$ cat src/rtl/vec_loop_ctrl.sv
//==============================================================================
// vec_loop_ctrl : fill / pass-1 / pass-2 sequencer for the shared vector datapath
// Optional pass 2 built when VEC_LOOP_CTRL_PASS2_EN is defined.  Rev 1.0
//==============================================================================
`default_nettype none

module vec_loop_ctrl #(
  parameter int IDX_W  = 10,
  parameter int LEN_W  = 32,
  parameter int COEF_W = 8,
  parameter int K1     = 2,
  parameter int K2     = 5
) (
  input  logic              clk,
  input  logic              rst,
  input  logic              start,
  input  logic [LEN_W-1:0]  n,
  input  logic              we,
  input  logic              hold,
  output logic              load_a_en,
  output logic              load_b_en,
  output logic              load_c_en,
  output logic              store_ab,
  output logic              store_c_en,
  output logic              mul_en,
  output logic              add_en,
  output logic [1:0]        mul_sel,
  output logic [1:0]        add_sel,
  output logic [COEF_W-1:0] coef,
  output logic [IDX_W-1:0]  index_loop,
  output logic [LEN_W:0]    fill_cnt,
  output logic              busy,
  output logic              done,
  output logic              err
);

  typedef enum logic [3:0] {
    S_IDLE   = 4'd0,
    S_FILL   = 4'd1,
    S_P1_LDB = 4'd2,
    S_P1_LDA = 4'd3,
    S_P1_ADD = 4'd4,
    S_P1_ST  = 4'd5,
    S_DONE   = 4'd6
`ifdef VEC_LOOP_CTRL_PASS2_EN
    ,
    S_P2_LDB = 4'd7,
    S_P2_LDA = 4'd8,
    S_P2_ADD = 4'd9,
    S_P2_MUL = 4'd10,
    S_P2_ST  = 4'd11
`endif
  } state_t;

  localparam logic [LEN_W:0]    DEPTH   = {{LEN_W{1'b0}}, 1'b1} << IDX_W;
  localparam logic [LEN_W:0]    ONE_F   = {{LEN_W{1'b0}}, 1'b1};
  localparam logic [LEN_W-1:0]  ONE_L   = {{(LEN_W-1){1'b0}}, 1'b1};
  localparam logic [IDX_W-1:0]  ONE_I   = {{(IDX_W-1){1'b0}}, 1'b1};
  localparam logic [COEF_W-1:0] COEF_K1 = COEF_W'(K1);
  localparam logic [COEF_W-1:0] COEF_K2 = COEF_W'(K2);

  state_t             state_q, state_d;
  logic [LEN_W-1:0]   n_q, n_d;
  logic [LEN_W:0]     fill_cnt_q, fill_cnt_d;
  logic [IDX_W-1:0]   index_q, index_d;
  logic               err_q, err_d;

  logic               compute;
  logic               fill_last;
  logic               idx_last;
  logic               n_big;

  assign compute   = (state_q != S_IDLE) && (state_q != S_FILL) && (state_q != S_DONE);
  // fill_cnt has one extra bit so 2n never wraps, even for n at full LEN_W range
  assign fill_last = (fill_cnt_q + ONE_F) == {n_q, 1'b0};
  assign idx_last  = ({{(LEN_W-IDX_W){1'b0}}, index_q} + ONE_L) == n_q;
  assign n_big     = {1'b0, n} > DEPTH;

  always_ff @(posedge clk) begin
    if (rst) begin
      state_q    <= S_IDLE;
      n_q        <= '0;
      fill_cnt_q <= '0;
      index_q    <= '0;
      err_q      <= 1'b0;
    end else begin
      state_q    <= state_d;
      n_q        <= n_d;
      fill_cnt_q <= fill_cnt_d;
      index_q    <= index_d;
      err_q      <= err_d;
    end
  end

  always_comb begin
    state_d    = state_q;
    n_d        = n_q;
    fill_cnt_d = fill_cnt_q;
    index_d    = index_q;
    err_d      = err_q;
    case (state_q)
      S_IDLE, S_DONE: begin
        if (start) begin
          n_d        = n;
          err_d      = 1'b0;
          fill_cnt_d = '0;
          index_d    = '0;
          if (n == '0) begin
            state_d = S_DONE;
          end else if (n_big) begin
            state_d = S_DONE;
            err_d   = 1'b1;
          end else begin
            state_d = S_FILL;
          end
        end
      end
      S_FILL: begin
        if (we) begin
          fill_cnt_d = fill_cnt_q + ONE_F;
          if (fill_last) begin
            index_d = '0;
            state_d = S_P1_LDB;
          end
        end
      end
      S_P1_LDB: state_d = S_P1_LDA;
      S_P1_LDA: state_d = S_P1_ADD;
      S_P1_ADD: state_d = S_P1_ST;
      S_P1_ST: begin
        if (idx_last) begin
          index_d = '0;
`ifdef VEC_LOOP_CTRL_PASS2_EN
          state_d = S_P2_LDB;
`else
          state_d = S_DONE;
`endif
        end else begin
          index_d = index_q + ONE_I;
          state_d = S_P1_LDB;
        end
      end
`ifdef VEC_LOOP_CTRL_PASS2_EN
      S_P2_LDB: state_d = S_P2_LDA;
      S_P2_LDA: state_d = S_P2_ADD;
      S_P2_ADD: state_d = S_P2_MUL;
      S_P2_MUL: state_d = S_P2_ST;
      S_P2_ST: begin
        if (idx_last) begin
          state_d = S_DONE;
        end else begin
          index_d = index_q + ONE_I;
          state_d = S_P2_LDB;
        end
      end
`endif
      default: state_d = S_IDLE;
    endcase
    // hold freezes only the compute passes; FILL keeps accepting host writes
    if (hold && compute) begin
      state_d = state_q;
      index_d = index_q;
    end
  end

  always_comb begin
    load_a_en  = 1'b0;
    load_b_en  = 1'b0;
    load_c_en  = 1'b0;
    store_ab   = 1'b0;
    store_c_en = 1'b0;
    mul_en     = 1'b0;
    add_en     = 1'b0;
    mul_sel    = 2'b00;
    add_sel    = 2'b00;
    coef       = '0;
    case (state_q)
      S_FILL:   store_ab   = 1'b1;
      S_P1_LDB: load_b_en  = 1'b1;
      S_P1_LDA: begin
        load_a_en = 1'b1;
        mul_en    = 1'b1;
        mul_sel   = 2'b01;
      end
      S_P1_ADD: begin
        add_en  = 1'b1;
        add_sel = 2'b01;
      end
      S_P1_ST:  store_c_en = 1'b1;
`ifdef VEC_LOOP_CTRL_PASS2_EN
      S_P2_LDB: load_b_en  = 1'b1;
      S_P2_LDA: begin
        load_a_en = 1'b1;
        mul_en    = 1'b1;
        mul_sel   = 2'b10;
      end
      S_P2_ADD: begin
        load_c_en = 1'b1;
        add_en    = 1'b1;
        add_sel   = 2'b10;
      end
      S_P2_MUL: begin
        mul_en  = 1'b1;
        mul_sel = 2'b11;
      end
      S_P2_ST:  store_c_en = 1'b1;
`endif
      default: ;
    endcase
    if (hold && compute) begin
      load_a_en  = 1'b0;
      load_b_en  = 1'b0;
      load_c_en  = 1'b0;
      store_c_en = 1'b0;
      mul_en     = 1'b0;
      add_en     = 1'b0;
      mul_sel    = 2'b00;
      add_sel    = 2'b00;
    end
    // the coefficient follows the multiplier select of the a/b multiply steps
    if (mul_sel == 2'b01) begin
      coef = COEF_K1;
    end else if (mul_sel == 2'b10) begin
      coef = COEF_K2;
    end
  end

  assign busy       = compute || (state_q == S_FILL);
  assign done       = (state_q == S_DONE);
  assign err        = err_q;
  assign index_loop = index_q;
  assign fill_cnt   = fill_cnt_q;

endmodule

`default_nettype wire

$ cat config.mk
export PLATFORM = sky130hd
export DESIGN_NAME = vec_loop_ctrl
export DESIGN_NICKNAME = d
export VERILOG_FILES = /design/src/rtl/vec_loop_ctrl.sv
export SDC_FILE = /design/constraint.sdc
export NUM_CORES = 1
export LEC_CHECK = 0
export CORE_MARGIN = 2
export CORE_UTILIZATION = 35
export CTS_CLUSTER_SIZE = 40
export DETAILED_ROUTE_END_ITERATION = 8
export PLACE_DENSITY = 0.56
export SYNTH_ARGS = -nofsm -noshare
export SYNTH_HDL_FRONTEND = slang
export SYNTH_SLANG_ARGS = --single-unit
export TNS_END_PERCENT = 1
$ cat constraint.sdc
create_clock -name clk -period 4.35 [get_ports clk]
set_clock_uncertainty 0.05 [all_clocks]
set_input_delay 0.87 -clock clk [delete_from_list [all_inputs] [get_ports clk]]
set_output_delay 0.87 -clock clk [all_outputs]
set_load 0.005 [all_outputs]
==> impl_metrics.env, run 1 <==
export IMPL_place_congestion=0.937
export IMPL_synth_area_per_cell_um2=7.53
export IMPL_layout_drive_gt1_share=0.0687
export IMPL_area_delta_synth_final_pct=22.1
export IMPL_status="finished clean"
export IMPL_io_buffers=91
export IMPL_vias=5387
export IMPL_start_kind="flop"
export IMPL_post_route_util=0.433
export IMPL_num_nets_final=806
export IMPL_cp_data_required_time_ps=4550
export IMPL_cp_max_fo=10
export IMPL_row_count=45
export IMPL_finalCriticalPeriod_ps=4050
export IMPL_postCtsResizedCells=0
export IMPL_viasPerCell=5.61
export IMPL_leakagePower_nw=2.19
export IMPL_worstSetupPathType="reg2reg"
export IMPL_irDropWorstVdd_mv=0.193
export IMPL_diodes=0
export IMPL_rsz0062_at_grt="no"
export IMPL_antenna_found_initial=0
export IMPL_grt_overflow=0
export IMPL_cts_max_level=3
export IMPL_numCtsBuffers=9
export IMPL_dp_slack_ps=289
export IMPL_drt_iter0_markers=305
export IMPL_fp_coreArea_mm2=0.0151
export IMPL_synth_edf_count=0
export IMPL_ios=102
export IMPL_drt_pass1_iterations=5
export IMPL_ctsHoldBuffers=0
export IMPL_holdWs_ps=439
export IMPL_timing_fmax_mhz=247
export IMPL_grt_pass1_wl_um=27400
export IMPL_yosysWarnings=0
export IMPL_cts_setup_buffers=0
export IMPL_grt_pass1_vias=5127
export IMPL_crit_path_end_kind="flop"
export IMPL_clock_latency_ps=350
export IMPL_routed_wl_um=17200
export IMPL_die_h_um=128
export IMPL_clockBufferDepth=2
export IMPL_cts_sinks=79
export IMPL_dieArea_mm2=0.0163
export IMPL_cts_root_buffer="clkbuf_16"
export IMPL_ys_ff_latch=79
export IMPL_finalWorstSetupSlack_ps=299
export IMPL_layout_common_cells="116 x nand2_1, 90 x clkdlybuf4s50_1, 79 x dfxtp_1"
export IMPL_synthDistinctLibCells=72
export IMPL_ys_seq_area_frac=0.296
export IMPL_cts_tree="yes"
export IMPL_mostFrequentLayoutCell="nand2_1"
export IMPL_drc=0
export IMPL_power_density_mw_per_mm2=418
export IMPL_maxCapViolations=0
export IMPL_finalSetupViolCount=0
export IMPL_hold_viol=0
export IMPL_final_antenna_net_count=0
export IMPL_syn_inst=710
export IMPL_async_flop_share=0
export IMPL_worst_slew_pin_slew_ps=972
export IMPL_finalSetupTns_ps=0
export IMPL_arrival_ps=4250
export IMPL_ys_flop_type="dfxtp_1"
export IMPL_r2r_slack_ps=300
export IMPL_grt_usage=0.213
export IMPL_slew_headroom=0.352
export IMPL_maxSlewViolCount=0
export IMPL_syn_area_mm2=0.00535
export IMPL_wl_per_cell_um=17.9
export IMPL_grt_max_degree=52
export IMPL_fin_crit_sh=0.931
export IMPL_hp_class="reg2reg"
export IMPL_dpl_hpwl_um=12800
export IMPL_path_clk_slew_ps=70
export IMPL_start_util=0.354
export IMPL_dieWidth_um=128
==> cell usage after synthesis, types with 8 or more instances <==
cell,count,area (um^2)
a21oi_1,72,360
a311oi_1,9,78.8
a31oi_1,8,50.1
and3_1,17,106
buf_4,24,180
clkbuf_1,29,109
dfxtp_1,79,1580
inv_1,10,37.5
nand2_1,116,435
nand3_1,25,125
nand4_1,10,62.6
nor2_1,46,173
nor3_1,26,130
nor3b_1,13,97.6
nor4_1,19,119
o21ai_0,38,190
xnor2_1,44,385
xor2_1,15,131
==> power breakdown <==
part	total [mW]	leakage, nW	internal [mW]	switching (mW)
Sequential	0.975	0.641	0.814	0.162
Combinational	0.952	1.40	0.403	0.549
Clock	0.799	0.148	0.468	0.331
==> area by class of cell <==
class	instances	area [um^2]
Multi-Input combinational cell	563	3360
Inverter	10	37.5
Clock inverter	6	73.8
Sequential cell	79	1580
Timing Repair Buffer	104	1000
Fill cell	1598	8560
Clock buffer	10	239
Tap cell	188	235
==> flip-flops by register name (all words and copies together), names as in the netlist <==
signal / cells
fill_cnt: 33
n_q: 32
err: 1
index_loop: 10
state_q: 3
==> worst paths after layout <==
path	endpoint	startpoint	depth (start not counted)
worst min register to register	n_q[26]	n_q[26]	2
worst max-delay path	index_loop[9]	fill_cnt[0]	11
worst max register to register	index_loop[9]	fill_cnt[0]	11
worst min-delay path	n_q[26]	n_q[26]	2
==> metrics by stage <==
step	area [um^2]	cells	total power, mW
floorplan	5380	719	1.63
global placement	6210	944	1.92
detailed placement	6210	944	1.94
CTS	6530	960	2.74
global route	6530	960	2.91
finish	6530	960	2.73
==> kinds of logic after synthesis <==
| logic type | Yosys count | synth area share |
|---|---|---|
| adders and majority gates | 2 | 0.00468 |
| AOI/OAI and AO/OA | 166 | 0.190 |
| and+or+nand+nor | 326 | 0.329 |
| buffers and inverters | 77 | 0.0833 |
| xor gates and xnor gates | 59 | 0.0966 |
| DFF | 79 | 0.296 |
| other | 1 | 0.000701 |
==> layer usage <==
layer / track usage / part of all wire
met2: 0.339 / 0.46
met4: 0.0730 / 0.019
met1: 0.300 / 0.47
met5: 0 / 0
met3: 0.0268 / 0.049
==> worst max-delay path, stage by stage, from the launching register on <==
cell	delay, ps
dfxtp_1	460
ha_2	350
and4_1	420
nand3_1	150
or3_1	380
a2111oi_2	340
and4b_1	240
nand4_1	140
or4b_4	590
and2_4	160
or4_1	510
a21oi_1	180
No activity file was read; power rests on OpenSTA's default activity.
==> run 2, diff against run 1 <==
Settings changed: CELL_PAD_IN_SITES_DETAIL_PLACEMENT from default to 1, CELL_PAD_IN_SITES_GLOBAL_PLACEMENT from default to 1, PLACE_DENSITY 0.56 to 0.73, SLEW_MARGIN from default to 30.
==> run 2 against run 1 <==
Net effect: total power down 1.2%; highest routed layer unchanged; clock power down 8.4%; final cell count up 0.42%; critical path depth down 1.
==> impl_metrics.env, run 2 (synthesis gave the netlist of run 1 again) <==
export IMPL_finalSetupTns_ps=0
export IMPL_worst_slew_pin_slew_ps=961
export IMPL_leakagePower_nw=2.20
export IMPL_p_seq_frac=0.362
export IMPL_finalCriticalPeriod_ps=4050
export IMPL_path_clk_slew_ps=60
export IMPL_hp_class="reg2reg"
export IMPL_drt_iter0_markers=313
export IMPL_timing_fmax_mhz=247
export IMPL_p_sw_frac=0.397
export IMPL_fin_crit_sh=0.930
export IMPL_largest_reg_flops=33
export IMPL_layout_common_cells="116 x nand2_1, 90 x clkdlybuf4s50_1, 79 x dfxtp_1"
export IMPL_dieWidth_um=128
export IMPL_dpl_hpwl_um=14000
export IMPL_start_kind="flop"
export IMPL_cts_sinks=79
export IMPL_fin_area_mm2=0.00653
export IMPL_power_internal_mw=1.62
export IMPL_final_antenna_net_count=0
export IMPL_clkPwrFrac=0.272
export IMPL_reg2reg_depth=10
export IMPL_cts_root_buffer="clkbuf_16"
export IMPL_io_buffers=91
export IMPL_cts_setup_buffers=0
export IMPL_placed_cells_incl_taps=948
export IMPL_ios=102
export IMPL_placedInstanceArea_mm2=0.00624
export IMPL_mostFrequentLayoutCell="nand2_1"
export IMPL_diodes=0
export IMPL_routed_wl_um=18700
export IMPL_ctsHoldBuffers=0
export IMPL_cp_max_fo=10
export IMPL_place_congestion=0.867
export IMPL_grt_max_degree=45
export IMPL_finalSetupViolCount=0
export IMPL_switchingPower_mw=1.07
export IMPL_irDropWorstVdd_mv=0.257
export IMPL_hold_depth=2
export IMPL_vias=5573
export IMPL_grt_pass1_wl_um=29800
export IMPL_maxCapViolations=0
export IMPL_grt_usage=0.234
export IMPL_grt_overflow=0
export IMPL_cts_max_level=3
export IMPL_rsz0062_at_grt="no"
export IMPL_num_nets_final=810
export IMPL_power_density_mw_per_mm2=413
export IMPL_row_count=45
export IMPL_wl_per_cell_um=19.4
export IMPL_area_delta_synth_final_pct=22.0
export IMPL_viasPerCell=5.78
export IMPL_power_mw=2.69
export IMPL_pwr_share_comb=0.366
export IMPL_grt_pass1_vias=5447
export IMPL_cp_data_required_time_ps=4580
export IMPL_holdWs_ps=449
export IMPL_clock_latency_ps=360
export IMPL_dieArea_mm2=0.0163
export IMPL_slew_headroom=0.357
export IMPL_arrival_ps=4270
export IMPL_hold_viol=0
export IMPL_die_h_um=128
export IMPL_worstSetupPathType="reg2reg"
export IMPL_crit_path_end_kind="flop"
export IMPL_antenna_found_initial=0
export IMPL_clockBufferDepth=2
export IMPL_num_fill_cells=1876
export IMPL_fp_coreArea_mm2=0.0151
export IMPL_layout_drive_gt1_share=0.0709
export IMPL_postCtsResizedCells=0
export IMPL_numCtsBuffers=9
export IMPL_status="finished clean"
export IMPL_start_util=0.354
export IMPL_cts_tree="yes"
export IMPL_maxSlewViolCount=0
export IMPL_drt_pass1_iterations=4
export IMPL_drc=0
export IMPL_layout_cells_non_filler=964
==> run 2: cell types whose count changed in the layout (fill, tap and decap cells not counted), sizes merged <==
cell,change
clkinv,+2
inv,-1
buf,+4
clkinvlp,-1
clkbuf,+1
bufinv,-1
==> run 2: critical path, cell delays in order, from the launching register on <==
cell and delay (ps):
dfxtp_1 520, and3_1 560, nand3_2 350, nor4_2 540, o2111ai_1 190, and4b_1 280, nand4_1 130, or4b_4 570
and2_4 160, or4_1 490, a21oi_1 130
==> run 2: power groups by stage <==
stage | Combinational (mW) | Clock, mW | Sequential, mW
CTS | 0.987 | 0.750 | 0.973
floorplan | 0.722 | 0 | 0.904
detailed placement | 0.979 | 0 | 0.988
finish | 0.985 | 0.732 | 0.975
global route | 1.09 | 0.780 | 0.992
global placement | 0.952 | 0 | 0.982
==> run 2: per-layer routing <==
layer  part of all wire  global-route usage  routed length, um  vias to the layer above
li1                   -                   -                  -                     2662
met1               0.46               0.312               8670                     2742
met2               0.47               0.383               8770                      144
met3              0.048              0.0431                904                       25
met4              0.018              0.0730                335                        0
met5                  0                   0                  0                        -
==> run 2: through the flow <==
step / utilization / setup slack (ps)
6_report: 0.432 / 304
3_5_place_dp: 0.414 / 320
5_1_grt: 0.432 / 27.5
2_1_floorplan: - / 787
4_1_cts: 0.432 / 324
3_3_place_gp: 0.414 / 429
==> run 2: worst paths after layout <==
check | startpoint | end | slack, ps
hold reg to reg | n_q[26] | n_q[26] | 450
hold / removal | n_q[26] | n_q[26] | 450
setup / recovery | fill_cnt[4] | index_loop[9] | 300
setup reg to reg | fill_cnt[4] | index_loop[9] | 300
==> run 2: cell type report <==
type                    instances  area [um^2]  area share
well taps                     188          235      0.0360
clock buffers                  11          243      0.0372
flip-flops and latches         79         1580       0.242
inverters                      10         37.5     0.00575
multi-input cells             563         3360       0.514
clock inverters                 5         38.8     0.00594
repair buffers                108         1030       0.158
